==> src/rtl/pc_sequencer_if.sv <==
// Handshake and PC-control bundle between the instruction-cycle sequencer and
// its environment (instruction memory, core, program counter).
interface pc_sequencer_if #(
    parameter int WORD_SIZE   = 16,
    parameter int COUNT_WIDTH = 16
);
    logic                   start;
    logic                   fetch_ready;
    logic                   instr_done;
    logic                   branch_taken;
    logic [WORD_SIZE-1:0]   branch_offset;
    logic                   halt;

    logic                   fetch_req;
    logic                   pc_reset_enable;
    logic                   pc_update_enable;
    logic [WORD_SIZE-1:0]   pc_value;
    logic [2:0]             state;
    logic                   busy;
    logic [COUNT_WIDTH-1:0] retired_count;

    // The sequencer drives the PC controls and fetch requests.
    modport master (
        input  start, fetch_ready, instr_done, branch_taken, branch_offset, halt,
        output fetch_req, pc_reset_enable, pc_update_enable, pc_value, state, busy,
               retired_count
    );

    modport slave (
        output start, fetch_ready, instr_done, branch_taken, branch_offset, halt,
        input  fetch_req, pc_reset_enable, pc_update_enable, pc_value, state, busy,
               retired_count
    );
endinterface

==> src/rtl/pc_sequencer.sv <==
// Instruction-cycle controller: CLEAR -> FETCH -> EXECUTE -> UPDATE, driving the
// program counter's reset/update strobes and delta value, and counting retirements.
module pc_sequencer #(
    parameter int WORD_SIZE   = 16,
    parameter int COUNT_WIDTH = 16
) (
    input logic             clock,
    input logic             reset_n,
    pc_sequencer_if.master  bus
);
    typedef enum logic [2:0] {
        S_IDLE    = 3'd0,
        S_CLEAR   = 3'd1,
        S_FETCH   = 3'd2,
        S_EXECUTE = 3'd3,
        S_UPDATE  = 3'd4,
        S_HALTED  = 3'd5
    } state_e;

    state_e                 state_q, state_d;
    logic [WORD_SIZE-1:0]   pc_value_q, pc_value_d;
    logic [COUNT_WIDTH-1:0] retired_count_q, retired_count_d;
    logic [COUNT_WIDTH-1:0] count_inc;

    assign count_inc = (retired_count_q == '1) ? retired_count_q
                                               : retired_count_q + COUNT_WIDTH'(1);

    always_comb begin
        // NOTE: every signal gets its hold value first so no path infers a latch.
        state_d         = state_q;
        pc_value_d      = pc_value_q;
        retired_count_d = retired_count_q;
        case (state_q)
            S_IDLE, S_HALTED: begin
                if (bus.start) state_d = S_CLEAR;
            end
            S_CLEAR: begin
                retired_count_d = '0;
                state_d         = S_FETCH;
            end
            S_FETCH: begin
                if (bus.fetch_ready) state_d = S_EXECUTE;
            end
            S_EXECUTE: begin
                if (bus.instr_done) begin
                    // Halt takes priority over a branch and suppresses the PC update.
                    if (bus.halt) begin
                        retired_count_d = count_inc;
                        state_d         = S_HALTED;
                    end else begin
                        pc_value_d = bus.branch_taken ? bus.branch_offset : WORD_SIZE'(1);
                        state_d    = S_UPDATE;
                    end
                end
            end
            S_UPDATE: begin
                retired_count_d = count_inc;
                state_d         = S_FETCH;
            end
            default: state_d = S_IDLE;
        endcase
    end

    // NOTE: state registers use non-blocking assignments so all flops update together.
    always_ff @(posedge clock or negedge reset_n) begin
        if (!reset_n) begin
            state_q         <= S_IDLE;
            pc_value_q      <= '0;
            retired_count_q <= '0;
        end else begin
            state_q         <= state_d;
            pc_value_q      <= pc_value_d;
            retired_count_q <= retired_count_d;
        end
    end

    // Moore outputs: a reset forces state_q to IDLE, so strobes drop immediately.
    assign bus.fetch_req        = (state_q == S_FETCH);
    assign bus.pc_reset_enable  = (state_q == S_CLEAR);
    assign bus.pc_update_enable = (state_q == S_UPDATE);
    assign bus.busy             = (state_q == S_CLEAR) || (state_q == S_FETCH) ||
                                  (state_q == S_EXECUTE) || (state_q == S_UPDATE);
    assign bus.state            = state_q;
    assign bus.pc_value         = pc_value_q;
    assign bus.retired_count    = retired_count_q;
endmodule

==> src/flat_wrapper.sv <==
// flat-port wrapper written by rule: the top's interface ports become plain ports
module pc_sequencer_flat 
#(
    parameter int WORD_SIZE   = 16,
    parameter int COUNT_WIDTH = 16
)
  (clock, reset_n, bus_start, bus_fetch_ready, bus_instr_done, bus_branch_taken, bus_branch_offset, bus_halt, bus_fetch_req, bus_pc_reset_enable, bus_pc_update_enable, bus_pc_value, bus_state, bus_busy, bus_retired_count);
  pc_sequencer_if #(.WORD_SIZE(WORD_SIZE), .COUNT_WIDTH(COUNT_WIDTH)) bus_i ();
  input logic clock;
  input logic reset_n;
  input wire logic [$bits(bus_i.start)-1:0] bus_start;
  input wire logic [$bits(bus_i.fetch_ready)-1:0] bus_fetch_ready;
  input wire logic [$bits(bus_i.instr_done)-1:0] bus_instr_done;
  input wire logic [$bits(bus_i.branch_taken)-1:0] bus_branch_taken;
  input wire logic [$bits(bus_i.branch_offset)-1:0] bus_branch_offset;
  input wire logic [$bits(bus_i.halt)-1:0] bus_halt;
  output wire logic [$bits(bus_i.fetch_req)-1:0] bus_fetch_req;
  output wire logic [$bits(bus_i.pc_reset_enable)-1:0] bus_pc_reset_enable;
  output wire logic [$bits(bus_i.pc_update_enable)-1:0] bus_pc_update_enable;
  output wire logic [$bits(bus_i.pc_value)-1:0] bus_pc_value;
  output wire logic [$bits(bus_i.state)-1:0] bus_state;
  output wire logic [$bits(bus_i.busy)-1:0] bus_busy;
  output wire logic [$bits(bus_i.retired_count)-1:0] bus_retired_count;
  assign bus_i.start = bus_start;
  assign bus_i.fetch_ready = bus_fetch_ready;
  assign bus_i.instr_done = bus_instr_done;
  assign bus_i.branch_taken = bus_branch_taken;
  assign bus_i.branch_offset = bus_branch_offset;
  assign bus_i.halt = bus_halt;
  assign bus_fetch_req = bus_i.fetch_req;
  assign bus_pc_reset_enable = bus_i.pc_reset_enable;
  assign bus_pc_update_enable = bus_i.pc_update_enable;
  assign bus_pc_value = bus_i.pc_value;
  assign bus_state = bus_i.state;
  assign bus_busy = bus_i.busy;
  assign bus_retired_count = bus_i.retired_count;
  pc_sequencer #(.WORD_SIZE(WORD_SIZE), .COUNT_WIDTH(COUNT_WIDTH)) u_core (.clock(clock), .reset_n(reset_n), .bus(bus_i));
endmodule
==> config.mk <==
export PLATFORM = sky130hd
export DESIGN_NAME = pc_sequencer_flat
export DESIGN_NICKNAME = d
export VERILOG_FILES = /design/src/rtl/pc_sequencer_if.sv /design/src/rtl/pc_sequencer.sv /design/src/flat_wrapper.sv
export SDC_FILE = /design/constraint.sdc
export NUM_CORES = 1
export LEC_CHECK = 0
export CAP_MARGIN = 25
export CORE_ASPECT_RATIO = 1.4
export CORE_MARGIN = 4
export CORE_UTILIZATION = 35
export DETAILED_ROUTE_END_ITERATION = 10
export PLACE_DENSITY = 0.72
export SYNTH_ARGS = -nofsm -noshare
export SYNTH_HDL_FRONTEND = slang
export SYNTH_SLANG_ARGS = --single-unit
==> constraint.sdc <==
create_clock -name clock -period 2.4 [get_ports clock]
set_input_delay 0.6 -clock clock [delete_from_list [all_inputs] [get_ports clock]]
set_output_delay 0.6 -clock clock [all_outputs]
set_load 0.05 [all_outputs]
==> results.sh <==
export IMPL_synthXorXnorAreaFrac=0.00488
export IMPL_cts_buffers=5
export IMPL_clock_sinks=35
export IMPL_row_count=30
export IMPL_start_util=0.365
export IMPL_drv_cap=0
export IMPL_synth_cell_type_count=39
export IMPL_crit_buf_inv=1
export IMPL_syn_num_nets=231
export IMPL_ant_nets=0
export IMPL_path_max_fanout=9
export IMPL_min_path_type="register to register"
export IMPL_wl_per_cell_um=13.8
export IMPL_cpMaxStageDelayCell="clkdlybuf4s50_1"
export IMPL_crit_start="u_core.bus.state[1]"
export IMPL_synth_mux_area_fraction=0.00557
export IMPL_fmax_ghz=0.435
export IMPL_grt_pass1_vias=1643
export IMPL_status="completed"
export IMPL_r2r_end="u_core.bus.retired_count[6]"
export IMPL_track_usage=0.155
export IMPL_layout_cells_most_common_list="clkdlybuf4s50_1, nand2_1, dfrtp_1"
export IMPL_period_share=0.958
export IMPL_port_buffer_count=61
export IMPL_dieWidth_um=68.5
export IMPL_drive_gt1_frac=0.0784
export IMPL_cts_resized=0
export IMPL_core_area_mm2=0.00492
export IMPL_finClkSkew_ns=0.00612
export IMPL_clk_pin_slew_ns=0.07
export IMPL_ys_seq_area_frac=0.488
export IMPL_slowest_delay_ns=0.87
export IMPL_grt_pass1_wl_um=7550
export IMPL_worst_r2r_setup_slack_ns=0.34
export IMPL_rsz0062_at_grt="no"
export IMPL_pwr_density_cell_mw_per_mm2=1220
export IMPL_peakVddDrop_mv=0.584
export IMPL_slew_headroom=0.587
export IMPL_worst_skew_pair_late_latency_ns=0.28
export IMPL_fin_area_mm2=0.00257
export IMPL_synth_cell_area_mm2=0.00180
export IMPL_yosys_warnings=0
export IMPL_cts_path_max_buffers=2
export IMPL_fin_crit_ns=2.30
export IMPL_fin_cells=332
export IMPL_place_area_mm2=0.00245
export IMPL_synthAdderAreaFrac=0.00697
export IMPL_r2r_start="u_core.bus.retired_count[0]"
export IMPL_viasPerCell=5.22
export IMPL_cp_arrival_ns=1.70
export IMPL_p_leak_nw=1.14
export IMPL_antenna_found_initial=0
export IMPL_syn_inst=207
export IMPL_ys_seq_elements=35
export IMPL_holdBufCountCts=0
export IMPL_cp_required_ns=1.80
export IMPL_dr_total_vias=1734
export IMPL_dr_pass1_iters=4
export IMPL_synth_compound_area_frac=0.164
export IMPL_whs_ns=0.464
export IMPL_setup_viol_count_final=0
export IMPL_synthSimpleGateAreaFrac=0.282
export IMPL_fin_setup_tns_ns=0
export IMPL_avgSynthCellArea_um2=8.67
export IMPL_post_cts_buffers=0
export IMPL_grt_max_degree=36
export IMPL_worstPathCellList="clkdlybuf4s50_1"
export IMPL_dp_hpwl_um=3330
export IMPL_path_depth=1
export IMPL_layout_commonest_cell="clkdlybuf4s50_1"
export IMPL_endpoint="bus_state[1]"
export IMPL_drtIter0Drc=178
export IMPL_diodes=0
export IMPL_fin_nets=291
export IMPL_clk_root_buffer_cell="clkbuf_8"
export IMPL_dieArea_mm2=0.00636
export IMPL_tightest_slew_ns=0.617
export IMPL_async_reset_ff_frac=1.00
export IMPL_die_y_um=92.7
export IMPL_slew_viol_final=0
export IMPL_drc_errors=0
export IMPL_place_gp_congestion=0.885
export IMPL_grt_overflow=0
export IMPL_wirelength_um=4580
export IMPL_startpoint_type="register"
export IMPL_cts_max_level=2
export IMPL_synth_top_family_by_area="simple AND/OR/NAND/NOR gates"
export IMPL_worst_slack_ns=0.100
export IMPL_crit_family="buffers and inverters"
export IMPL_pre_cts_ws_ns=0.185
export IMPL_area_growth_pct=43.1
export IMPL_synthFlopType="dfrtp_1"
export IMPL_ff2ff_path_depth=6
export IMPL_hold_viol=0
export IMPL_worstSetupPathType="register to output port"
export IMPL_ios=62
export IMPL_synth_edf_count=0
export IMPL_end_kind="output port"
export IMPL_cts_tree="yes"
export IMPL_placed_cells=324
## cell type report
type	instances	area, um2
clock buffer	6	82.6
sequential	35	876
tap	64	80.1
multi-input combinational	156	837
inverter	4	15.0
fill	440	2350
clock inverter	2	35.0
timing repair buffer	65	643
## through the flow
step	power (mW)	utilization
after CTS	3.17	0.522
final	3.14	0.522
after global placement	2.60	0.498
after detailed placement	2.61	0.498
after global routing	3.33	0.522
after floorplan	2.07	-
## report_power, final
part | leakage [nW] | internal (mW) | switching [mW]
registers | 0.467 | 0.748 | 0.155
logic | 0.608 | 0.566 | 1.12
clock network | 0.0612 | 0.336 | 0.211
total | 1.14 | 1.65 | 1.49
## kinds of logic after synthesis
| kind of cell | Yosys count |
|---|---|
| and+or+nand+nor | 107 |
| AOI/OAI and AO/OA | 46 |
| DFF | 35 |
| buffers and inverters | 16 |
| xor gates and xnor gates | 1 |
| muxes | 1 |
| adders and majority gates | 1 |
## Yosys cell counts, types with 4 or more instances
master / number / area share
nand2_1: 48 / 0.10
nand4_1: 6 / 0.021
and2_1: 5 / 0.017
inv_1: 4 / 0.0084
a31oi_1: 7 / 0.024
clkbuf_1: 4 / 0.0084
dfrtp_1: 35 / 0.49
a21oi_1: 4 / 0.011
nor2_1: 15 / 0.031
nand3_1: 20 / 0.056
o21ai_0: 18 / 0.050
## sequential cells by signal (all words and copies together), names as in the netlist
| signal | count |
|---|---|
| u_core.bus.pc_value | 16 |
| u_core.bus.retired_count | 16 |
| u_core.bus.state | 3 |
## worst reg2reg max path, stage by stage, from the launching register on
cell	delay, ns
dfrtp_1	0.43
ha_1	0.28
and4_1	0.30
nand4_1	0.26
nand2_1	0.31
nand2_1	0.11
a221oi_1	0.28
## worst min-delay path by stage
stage,from,to,cells after the start,slack (ns)
finish,u_core.bus.pc_value[10],u_core.bus.pc_value[10],2,0.46
CTS,u_core.bus.pc_value[15],u_core.bus.pc_value[15],2,0.47
global route,u_core.bus.pc_value[2],u_core.bus.pc_value[2],2,0.49
floorplan,reset_n,u_core.bus.pc_value[0],0,0.30
detailed placement,u_core.bus.pc_value[14],u_core.bus.pc_value[14],2,0.46
global placement,u_core.bus.pc_value[14],u_core.bus.pc_value[14],2,0.45
## layer usage
layer | global-route usage | wire [um] | vias to the layer above
met1 | 0.176 | 1810 | 807
met4 | 0.0547 | 40 | 0
met5 | 0 | 0 | -
met2 | 0.262 | 2390 | 75
met3 | 0.0498 | 332 | 4
li1 | - | - | 848
(Power assumes the default switching activity.)
